--- config.mk ---
export PLATFORM = sky130hd
export DESIGN_NAME = unified_mem_arbiter
export DESIGN_NICKNAME = d
export VERILOG_FILES = /design/src/rtl/unified_mem_arbiter.sv
export SDC_FILE = /design/constraint.sdc
export NUM_CORES = 1
export LEC_CHECK = 0
export ABC_AREA = 0
export BUFFER_PORTS_ARGS = -buffer_cell sky130_fd_sc_hd__buf_2
export CORE_MARGIN = 1.5
export CORE_UTILIZATION = 47
export DETAILED_ROUTE_END_ITERATION = 8
export GPL_ROUTABILITY_DRIVEN = 0
export MAX_ROUTING_LAYER = met4
export PLACE_DENSITY = 0.88
export SYNTH_ARGS = -nofsm -noshare
export SYNTH_HDL_FRONTEND = slang
export SYNTH_SLANG_ARGS = --single-unit
--- constraint.sdc ---
create_clock -name clk -period 2.2 [get_ports clk]
set_input_delay 0.22 -clock clk [delete_from_list [all_inputs] [get_ports clk]]
set_output_delay 0.22 -clock clk [all_outputs]
set_load 0.005 [all_outputs]
--- src/rtl/unified_mem_arbiter.sv ---
// Two-port arbiter for the single-port unified instruction/data memory.
// Port C is the core, port L is the program loader / debug DMA. One memory
// access per grant, fixed read latency, one-cycle ack with registered data.
`timescale 1ns/1ps
module unified_mem_arbiter #(
  parameter int unsigned ADDR_W     = 32,
  parameter int unsigned DATA_W     = 32,
  parameter int unsigned RD_LATENCY = 1,
  parameter int unsigned FIXED_PRIO = 0
) (
  input  logic              clk,
  input  logic              rst,
  input  logic              c_req,
  input  logic              c_we,
  input  logic [ADDR_W-1:0] c_addr,
  input  logic [DATA_W-1:0] c_wdata,
  output logic              c_ack,
  output logic [DATA_W-1:0] c_rdata,
  input  logic              l_req,
  input  logic              l_we,
  input  logic [ADDR_W-1:0] l_addr,
  input  logic [DATA_W-1:0] l_wdata,
  output logic              l_ack,
  output logic [DATA_W-1:0] l_rdata,
  output logic              m_en,
  output logic              m_we,
  output logic [ADDR_W-1:0] m_addr,
  output logic [DATA_W-1:0] m_wdata,
  input  logic [DATA_W-1:0] m_rdata,
  output logic              busy,
  output logic              owner
);

  typedef enum logic [1:0] {IDLE, ISSUE, WAIT, RESP} state_t;

  state_t     state, state_next;
  logic       grant_l;
  logic       rr_last;   // port granted last: 0 = core, 1 = loader
  logic       lat_we;
  logic [2:0] cnt;

  // State register
  always_ff @(posedge clk or negedge rst) begin
    if (!rst) state <= IDLE;
    else      state <= state_next;
  end

  // Next-state and arbitration decision
  always_comb begin
    state_next = state;
    grant_l    = 1'b0;
    case (state)
      IDLE: begin
        if (c_req || l_req) begin
          grant_l    = l_req && (!c_req || (FIXED_PRIO != 0) || !rr_last);
          state_next = ISSUE;
        end
      end
      ISSUE:   state_next = lat_we ? RESP : WAIT;
      WAIT:    if (cnt == 3'd1) state_next = RESP;
      RESP:    state_next = IDLE;
      default: state_next = IDLE;
    endcase
  end

  // Registered outputs, computed from the upcoming state so that they are
  // valid during the state they belong to; m_addr/m_wdata double as the
  // latched request fields and hold outside ISSUE.
  always_ff @(posedge clk or negedge rst) begin
    if (!rst) begin
      c_ack   <= 1'b0;
      l_ack   <= 1'b0;
      c_rdata <= '0;
      l_rdata <= '0;
      m_en    <= 1'b0;
      m_we    <= 1'b0;
      m_addr  <= '0;
      m_wdata <= '0;
      busy    <= 1'b0;
      owner   <= 1'b0;
      rr_last <= 1'b1;
      lat_we  <= 1'b0;
      cnt     <= '0;
    end else begin
      m_en  <= 1'b0;
      m_we  <= 1'b0;
      c_ack <= 1'b0;
      l_ack <= 1'b0;
      busy  <= (state_next != IDLE);
      case (state)
        IDLE: begin
          if (state_next == ISSUE) begin
            owner   <= grant_l;
            lat_we  <= grant_l ? l_we : c_we;
            m_en    <= 1'b1;
            m_we    <= grant_l ? l_we : c_we;
            m_addr  <= grant_l ? l_addr : c_addr;
            m_wdata <= grant_l ? l_wdata : c_wdata;
          end
        end
        ISSUE: begin
          if (!lat_we) cnt <= 3'(RD_LATENCY);
        end
        WAIT: begin
          cnt <= cnt - 3'd1;
          if (cnt == 3'd1) begin
            if (owner) l_rdata <= m_rdata;
            else       c_rdata <= m_rdata;
          end
        end
        RESP:    rr_last <= owner;
        default: ;
      endcase
      if (state_next == RESP) begin
        c_ack <= !owner;
        l_ack <= owner;
      end
    end
  end

endmodule

==> impl_metrics.json, run 1 <==
{
  "fp.dieH_um": 118.6,
  "area_used_by_multi_input_combinational_logic_mm2": 0.002412,
  "antenna_violating_nets_post_route": 0,
  "cts_tree": "yes",
  "vias": 5784,
  "grt_util_all_layers": 0.2637,
  "die_area_mm2": 0.01406,
  "tritoncts.num_buffers": 17,
  "rsz_0062_raised_after_global_routing": "no",
  "timing.critical_path.slowest_stage_cell": "dfrtp_1",
  "post-route-period-util": 0.8291,
  "ys_seq_elements": 141,
  "number_of_distinct_library_cell_variants_in_the_gate_level_netlist_after_synthesis": 33,
  "timing_worst_slew_pin_value_ps": 520.8,
  "placeableCoreArea_mm2": 0.01314,
  "tritoncts_num_sinks": 141,
  "dp_hpwl_um": 12230,
  "tns_ps": 0,
  "placementRows": 42,
  "crit_buf_inv": 3,
  "syn_avg_cell_area_um2": 11.21,
  "routedWlPerCell_um": 17.16,
  "flow.area_growth_from_synthesis_pct": 35.29,
  "regArea_mm2": 0.003530,
  "critPathKind": "flop to flop",
  "power_mw": 13.10,
  "syn_area_mm2": 0.006276,
  "worstSetupStartpointType": "flop",
  "slew_violations": 0,
  "fin_crit_ps": 1824,
  "timing.clock.skew_ps": 8.608,
  "timing.final.hold_violations": 0,
  "initial_core_util": 0.4777,
  "number_of_h_tree_levels": 4,
  "worst_path_largest_cell_delay_ps": 470,
  "die_width_um": 118.6,
  "clk_transition_reported_paths_ps": 60,
  "global_route.overflow_total": 0,
  "grt_antenna_before_repair": 1,
  "grt_max_degree": 80,
  "synth_warnings": 0,
  "clock_latency_ps": 410,
  "post_cts_setup_bufs": 0,
  "power.leakage_nw": 3.873,
  "yosysSeqAreaShare": 0.5624,
  "timing.max_slew.rel_slack": 0.6528,
  "fmax_mhz": 548.2,
  "worst_ep_required_time_ps": 2520,
  "status": "finished clean",
  "worstPathCellList": "inv_1 > ha_2 > inv_2 > buf_12 > o21ai_0 > a31oi_1",
  "nNetsFinal": 1012,
  "grt_first_pass_wirelength_um": 28500,
  "worst_setup_path_end_kind": "flop",
  "max_cap_violations": 0,
  "fillers": 1034,
  "clock-root-buffer": "clkbuf_16",
  "critical_path_peak_fanout": 46,
  "drive_above_1_share": 0.4924,
  "hold_ws_ps": 50.61,
  "min-delay-path-class": "input pin to flop",
  "wirelength_um": 17680,
  "drcViolationCount": 0,
  "powerDensity_mw_per_mm2": 1542,
  "setup_viol_count_final": 0,
  "cts_hold_repair.buffers": 1,
  "drt_first_pass_iters": 6,
  "cts-resized-gates": 0,
  "cp_top_family": "buffers and inverters",
  "worstPathArrival_ps": 2140,
  "postSynthNetCount": 732,
  "port-buffer-count": 299,
  "vias_in_the_first_global_route": 5596,
  "synth_cells": 560,
  "ctsLongestPathBuffers": 2,
  "via_per_inst": 5.616,
  "io-pin-count": 300,
  "peakVddDrop_mv": 0.9344,
  "detailedRoute.firstIterationViolations": 503
}
-- sequential cells by signal (all words and copies together) (netlist names) --
name / flops
c_rdata: 32
l_rdata: 32
m_addr: 32
m_wdata: 32
cnt: 3
state: 2
busy: 1
c_ack: 1
l_ack: 1
lat_we: 1
m_en: 1
m_we: 1
owner: 1
rr_last: 1
-- power breakdown --
group / total [mW] / leakage (nW) / internal, mW / switching (mW)
clock: 2.66 / 0.263 / 1.57 / 1.10
sequential: 4.64 / 1.61 / 3.94 / 0.707
combinational: 5.79 / 2.00 / 2.63 / 3.15
total: 13.1 / 3.87 / 8.14 / 4.96
-- Yosys cell counts, drive strengths merged --
library cell | n | area share
dfrtp | 140 | 0.56
nand3 | 68 | 0.054
o21ai | 67 | 0.053
a31oi | 66 | 0.066
mux2 | 66 | 0.12
a21oi | 65 | 0.052
buf | 42 | 0.044
clkbuf | 14 | 0.0084
ha | 6 | 0.012
inv | 6 | 0.0036
a21bo | 3 | 0.0048
nand2 | 3 | 0.0018
a21boi | 2 | 0.0030
a22o | 1 | 0.0014
a311oi | 1 | 0.0014
and3b | 1 | 0.0014
dfstp | 1 | 0.0042
mux2i | 1 | 0.0016
nand4 | 1 | 0.0010
nor2 | 1 | 0.0010
nor2b | 1 | 0.0014
o211ai | 1 | 0.0012
o2bb2ai | 1 | 0.0014
o31a | 1 | 0.0014
o31ai | 1 | 0.0034
-- metal layers --
| layer | global-route usage | up-vias | wire length (µm) |
|---|---|---|---|
| li1 | - | 2639 | - |
| met4 | 0.1054 | 0 | 383 |
| met2 | 0.4313 | 332 | 8881 |
| met5 | - | - | 0 |
| met3 | 0.05502 | 35 | 1309 |
| met1 | 0.3217 | 2778 | 7101 |
-- stage by stage --
stage / setup slack (ps) / std cells / instance area (µm²) / util
CTS: 383.3 / 1029 / 8488 / 0.6461
detailed placement: 379.0 / 996 / 7928 / 0.6034
finish: 376.0 / 1030 / 8491 / 0.6463
floorplan: 490.1 / 560 / 6276 / -
global route: 216.2 / 1030 / 8491 / 0.6463
global placement: 492.6 / 996 / 7928 / 0.6034
-- layout make-up --
cell class / count / area share
repair buffers: 317 / 0.2065
clock inverters: 12 / 0.01341
inverters: 6 / 0.002653
clock buffers: 20 / 0.05143
flip-flops and latches: 141 / 0.4157
well taps: 176 / 0.02594
diodes: 1 / 0.0002947
multi-input cells: 357 / 0.2841
-- worst paths after layout --
path	slack (ps)	endpoint	depth (start not counted)	from
worst min register to register	480	c_rdata[31]	1	c_rdata[31]
worst max-delay path	380	m_wdata[8]	6	state[0]
worst max register to register	380	m_wdata[8]	6	state[0]
max in group asynchronous	1450	m_wdata[17]	3	rst
min in group asynchronous	160	c_rdata[12]	2	rst
worst min-delay path	50	c_rdata[31]	2	m_rdata[31]
-- cell usage in the layout, fill, tap and decap left out, drive strengths merged, types with 2 or more instances in the layout --
master,count
buf,316
dfrtp,140
nand3,68
o21ai,67
a31oi,66
mux2,66
a21oi,65
clkbuf,20
inv,9
ha,6
clkinv,5
nand2,3
a21bo,3
clkinvlp,3
a21boi,2
-- cells by family (layout without fill, tap and decap cells) --
kind of cell,after synthesis,count (layout),synth area share
compound gates,209,209,0.1890
simple gates,75,75,0.06081
buf+inv,62,355,0.05582
other cells,0,1,0
mux,67,67,0.1200
fa+ha+maj,6,6,0.01196
flops,141,141,0.5624
Power figures use the tool's default switching activity.
==> run 2, diff against run 1 <==
==> constraint.sdc (replaced) <==
create_clock -name clk -period 1.9 [get_ports clk]
set_input_delay 0.19 -clock clk [delete_from_list [all_inputs] [get_ports clk]]
set_output_delay 0.19 -clock clk [all_outputs]
set_load 0.005 [all_outputs]
==> run 2 against run 1 <==
Effect of this change:
- sequential cell count did not move
- critical endpoint is now c_rdata[6]
- largest cell class unchanged
- critical path depth did not move
- non-clock buffer count rose by 7
- clock power rose by 34%
- utilization rose by 1.3 points
- routed wire length rose by 1.9%
- design area rose by 2.1%
- final cell count rose by 0.78%
- clock skew fell by 1.3 ps
==> impl_metrics.json, run 2 (synthesized netlist as in run 1, its figures left out) <==
{
  "timing.clock.skew_ps": 7.302,
  "tns_ps": 0,
  "preCtsSetupSlack_ps": 181.6,
  "die_area_mm2": 0.01406,
  "power_report.internal_total_mw": 9.947,
  "power_mw": 15.80,
  "launch_instance_of_the_worst_min_delay_path": "m_rdata[21]",
  "critPathKind": "flop to flop",
  "final_common_cell": "buf_2",
  "area_used_by_multi_input_combinational_logic_mm2": 0.002412,
  "powerDensity_mw_per_mm2": 1823,
  "vias_in_the_first_global_route": 5552,
  "crit-reg2reg-launch": "cnt[1]",
  "clock-root-buffer": "clkbuf_16",
  "netSwitchingPower_mw": 5.849,
  "rsz_0062_raised_after_global_routing": "no",
  "tritoncts_num_sinks": 141,
  "peakVddDrop_mv": 0.9579,
  "nNetsFinal": 1019,
  "setup_viol_count_final": 0,
  "worstSetupStartpointType": "flop",
  "worst_ep_required_time_ps": 2200,
  "initial_core_util": 0.4777,
  "flow.area_growth_from_synthesis_pct": 38.10,
  "fillers": 1056,
  "vias": 5812,
  "status": "finished clean",
  "power.switching_fraction": 0.3703,
  "worst_r2r_path_depth": 6,
  "worst_hold_path.num_cells": 2,
  "timing.final.hold_violations": 0,
  "power.leakage_nw": 3.960,
  "worst_setup_path_end_kind": "flop",
  "grt_max_degree": 50,
  "die_width_um": 118.6,
  "power.sequential.fraction": 0.343,
  "cts-resized-gates": 0,
  "via_per_inst": 5.599,
  "worstPathArrival_ps": 2030,
  "dp_hpwl_um": 12370,
  "post_cts_setup_bufs": 0,
  "layout_common_cells": "buf_2, dfrtp_1, nand3_1, a31oi_1, a21oi_1",
  "tritoncts.num_buffers": 17,
  "detailedRoute.firstIterationViolations": 464,
  "clkPwrFrac": 0.226,
  "cts_hold_repair.buffers": 2,
  "grt_antenna_before_repair": 1,
  "ctsLongestPathBuffers": 2,
  "timing_worst_slew_pin_value_ps": 457.1,
  "routedWlPerCell_um": 17.35,
  "min-delay-path-class": "input pin to flop",
  "number_of_h_tree_levels": 4,
  "reg2reg_to": "c_rdata[6]",
  "fin_crit_ps": 1733,
  "slew_violations": 0,
  "drcViolationCount": 0,
  "whs_endpoint": "l_rdata[21]",
  "global_route.overflow_total": 0,
  "hold_ws_ps": 18.90,
  "clk_transition_reported_paths_ps": 60,
  "clock_latency_ps": 410,
  "fp.dieH_um": 118.6,
  "cts_tree": "yes",
  "critical_path_peak_fanout": 32,
  "worst_path_largest_cell_delay_ps": 380,
  "io-pin-count": 300,
  "layout_setup_ws_ps": 166.6,
  "drt_first_pass_iters": 5,
  "r2r_slack_ps": 170,
  "post-route-period-util": 0.9123,
  "placeableCoreArea_mm2": 0.01314,
  "wirelength_um": 18010,
  "max_cap_violations": 0,
  "regArea_mm2": 0.003530,
  "pwr-share-comb": 0.432,
  "fmax_mhz": 576.9,
  "worstPathCellList": "inv_1 > ha_1 > nor2b_2 > and3b_1 > buf_12 > mux2_2",
  "port-buffer-count": 299,
  "timing.critical_path.slowest_stage_cell": "dfrtp_1",
  "drive_above_1_share": 0.4971,
  "timing.max_slew.rel_slack": 0.6953,
  "grt_util_all_layers": 0.2668,
  "placementRows": 42,
  "antenna_violating_nets_post_route": 0,
  "grt_first_pass_wirelength_um": 28520
}
==> run 2: cell types whose count changed in the layout (fill, tap and decap cells not counted), moves of 2 or more <==
cell / previous run / this run
clkbuf_8: 0 / 2
diode_2: 1 / 3
bufinv_16: 1 / 4
dlygate4sd3_1: 1 / 3
clkinv_2: 3 / 1
buf_12: 9 / 11
buf_4: 8 / 11
clkbuf_1: 3 / 0
==> run 2: worst max-delay path: cells and delay by family (launching register included) <==
| family | cells | cell delay, ps |
|---|---|---|
| adder cells (fa/ha/maj) | 1 | 140 |
| flip-flops | 1 | 380 |
| buffers and inverters | 2 | 300 |
| multiplexers | 1 | 370 |
| AND/OR/NAND/NOR | 2 | 420 |
==> run 2: worst max-delay path by stage <==
stage                             end  slack (ps)  cells after the start      from
after CTS                  c_rdata[6]         150                      6    cnt[1]
after global routing       m_addr[17]          70                      6  state[1]
after detailed placement  c_rdata[25]         180                      6    cnt[1]
final                      c_rdata[6]         170                      6    cnt[1]
after global placement           m_we         280                      5  state[1]
after floorplan            m_addr[10]         190                      7  state[0]
==> run 2: layout make-up <==
| type | count | area share |
|---|---|---|
| diodes | 3 | 0.0008662 |
| clock buffers | 19 | 0.05226 |
| clock inverters | 12 | 0.02151 |
| inverters | 6 | 0.002599 |
| multi-input cells | 357 | 0.2783 |
| flip-flops and latches | 141 | 0.4072 |
| well taps | 176 | 0.02541 |
| repair buffers | 324 | 0.2118 |
==> run 2: layer usage <==
metal	global-route usage	share of wire	vias to the layer above	wire, µm
met2	0.4393	0.50	349	8985
li1	-	-	2665	-
met3	0.05019	0.075	28	1343
met5	-	0	-	0
met4	0.1077	0.023	0	414
met1	0.3262	0.40	2770	7265
==> run 2: metrics by stage <==
step                      utilization  area, µm²  cells
after CTS                      0.6584       8650   1034
after global placement         0.6082       7990   1001
after floorplan                     -       6276    560
after detailed placement       0.6082       7990   1001
after global routing           0.6593       8662   1036
final                          0.6597       8667   1038
==> run 2: power groups by stage <==
stage | logic (mW) | clock network [mW] | registers [mW]
5_1_grt | 7.42 | 3.76 | 5.56
4_1_cts | 6.82 | 3.61 | 5.40
3_3_place_gp | 6.54 | 0 | 5.34
6_report | 6.82 | 3.56 | 5.41
3_5_place_dp | 6.79 | 0 | 5.42
2_1_floorplan | 3.76 | 0 | 5.48
==> run 3, diff against run 2 <==
==> constraint.sdc (replaced) <==
create_clock -name clk -period 1.6 [get_ports clk]
set_input_delay 0.16 -clock clk [delete_from_list [all_inputs] [get_ports clk]]
set_output_delay 0.16 -clock clk [all_outputs]
set_load 0.005 [all_outputs]
==> run 3 against run 2 <==
Effect of this change:
- the run now ends with negative setup slack left
- sequential share of layout area shrank 3.2 points
- routed wire length increased by 18%
- non-clock buffer count is 44 higher
- global-route usage grew 2.2 points
- largest power group unchanged
- register-to-register slack worse by 230 ps
- largest cell class unchanged
- clock power up 20%
- sequential power up 21%
- worst setup slack worse by 230 ps
- first-iteration DRC count up 19%
- design area is 8.7% higher
- worst hold slack worse by 3.8 ps
- via count is 5.3% higher
==> impl_metrics.json, run 3 (synthesized netlist as in run 1, its figures left out) <==
{
  "launch_instance_of_the_worst_min_delay_path": "c_addr[11]",
  "worst_hold_path.num_cells": 3,
  "clock_latency_ps": 410,
  "regArea_mm2": 0.003531,
  "timing_worst_slew_pin_value_ps": 336.7,
  "global_route.overflow_total": 0,
  "worst_setup_path_end_kind": "flop",
  "worst_ep_required_time_ps": 1890,
  "setup_viol_count_final": 29,
  "worstPathCellList": "inv_2 > ha_4 > nor2b_4 > and3b_2 > buf_12 > buf_12 > mux2_4",
  "globalRoute.busiestLayer": "met2",
  "worst_path_largest_cell_delay_ps": 390,
  "fp.dieH_um": 118.6,
  "routedWlPerCell_um": 19.63,
  "vias": 6119,
  "crit-reg2reg-launch": "cnt[1]",
  "critical_path_peak_fanout": 8,
  "met1_usage": 0.3441,
  "vias_in_the_first_global_route": 5933,
  "drive_above_1_share": 0.5105,
  "timing.critical_path.slowest_stage_cell": "dfrtp_1",
  "via_per_inst": 5.671,
  "cts_tree": "yes",
  "ctsLongestPathBuffers": 2,
  "die_area_mm2": 0.01406,
  "final_common_cell": "buf_2",
  "grt_max_degree": 56,
  "hold_ws_ps": 15.14,
  "area_used_by_multi_input_combinational_logic_mm2": 0.002610,
  "timing.max_slew.rel_slack": 0.7732,
  "initial_core_util": 0.4777,
  "placeableCoreArea_mm2": 0.01314,
  "number_of_h_tree_levels": 4,
  "grt_antenna_before_repair": 0,
  "violations": "negative setup slack",
  "clock-root-buffer": "clkbuf_16",
  "drcViolationCount": 0,
  "post-route-period-util": 1.038,
  "port-buffer-count": 299,
  "powerDensity_mw_per_mm2": 2168,
  "max_cap_violations": 0,
  "antenna_violating_nets_post_route": 0,
  "crit_buf_inv": 3,
  "grt_util_all_layers": 0.2884,
  "fin_crit_ps": 1660,
  "power.leakage_nw": 4.350,
  "nNetsFinal": 1063,
  "n_diodes": 0,
  "status": "finished with violations",
  "grt_first_pass_wirelength_um": 30810,
  "worstPathArrival_ps": 1950,
  "tritoncts_num_sinks": 141,
  "layout_common_cells": "buf_2, dfrtp_1, nand3_1, a21oi_1, a31oi_1",
  "placedInstanceArea_mm2": 0.008054,
  "clk_transition_reported_paths_ps": 60,
  "worstSetupStartpointType": "flop",
  "whs_endpoint": "m_addr[11]",
  "wirelength_um": 21180,
  "finish.instance_area_mm2": 0.009420,
  "drt_first_pass_iters": 5,
  "detailedRoute.firstIterationViolations": 554,
  "worst_r2r_path_depth": 7,
  "layout_setup_ws_ps": -60.29,
  "reg2reg_to": "c_rdata[13]",
  "fmax_mhz": 602.3,
  "peakVddDrop_mv": 0.9374,
  "grt.met2_usage": 0.4829,
  "timing.clock.skew_ps": 8.698,
  "placementRows": 42,
  "rsz_0062_raised_after_global_routing": "yes",
  "min-delay-path-class": "input pin to flop",
  "cp_top_family": "flip-flops",
  "slew_violations": 0,
  "flow.area_growth_from_synthesis_pct": 50.10,
  "fillers": 935,
  "critPathMostFrequentCell": "buf_12",
  "globalRouteMet3Util": 0.05454,
  "critPathKind": "flop to flop",
  "dp_hpwl_um": 12580,
  "io-pin-count": 300,
  "timing.final.hold_violations": 0,
  "tritoncts.num_buffers": 17,
  "die_width_um": 118.6,
  "tns_ps": -1050,
  "r2r_slack_ps": -60
}
## run 3: tightest hold or removal path: stages
cell,delay [ps]
buf_2,90
o21ai_0,60
a31oi_1,80
## run 3: where the power goes
| group | internal (mW) | leakage (nW) | switching, mW |
|---|---|---|---|
| logic | 4.73 | 2.42 | 4.87 |
| clock network | 2.78 | 0.317 | 1.49 |
| registers | 5.42 | 1.61 | 1.13 |
## run 3: stage by stage
| stage | util | setup slack [ps] | power [mW] | cells |
|---|---|---|---|---|
| global placement | 0.6130 | -11.18 | 14.33 | 1009 |
| detailed placement | 0.6130 | -84.48 | 14.69 | 1009 |
| floorplan | - | 10.41 | 10.99 | 560 |
| CTS | 0.6981 | -81.55 | 19.53 | 1071 |
| global route | 0.7170 | -97.04 | 21.55 | 1079 |
| finish | 0.7170 | -60.29 | 20.43 | 1079 |
## run 3: routing by layer
metal / routed length [µm] / up-vias
met1: 7976 / 2935
met4: 621 / 0
met2: 10900 / 401
met5: 0 / -
met3: 1677 / 53
li1: - / 2730
## run 3: worst max path at each step
stage	start	endpoint	cells after the start
finish	cnt[1]	c_rdata[13]	7
global route	cnt[1]	c_rdata[13]	7
CTS	cnt[1]	c_rdata[13]	7
detailed placement	cnt[1]	c_rdata[13]	6
global placement	cnt[1]	c_rdata[13]	6
floorplan	state[0]	m_wdata[13]	6
## run 3: area by class of cell
cell class / count / share of cell area
Sequential cell: 141 / 0.3748
Clock inverter: 9 / 0.01660
Clock buffer: 22 / 0.05140
Tap cell: 176 / 0.02338
Multi-Input combinational cell: 357 / 0.2771
Inverter: 6 / 0.002391
Timing Repair Buffer: 368 / 0.2544
## run 3: repair_timing
item | CTS | global route
pin swaps | 1 | 6
endpoints found under the hold margin | 179 | 1
hold buffers | 24 | 1
gates cloned | 3 | 6
setup buffers | 5 | 2
setup endpoints to repair | 32 | 133
resized for setup | 33 | 25
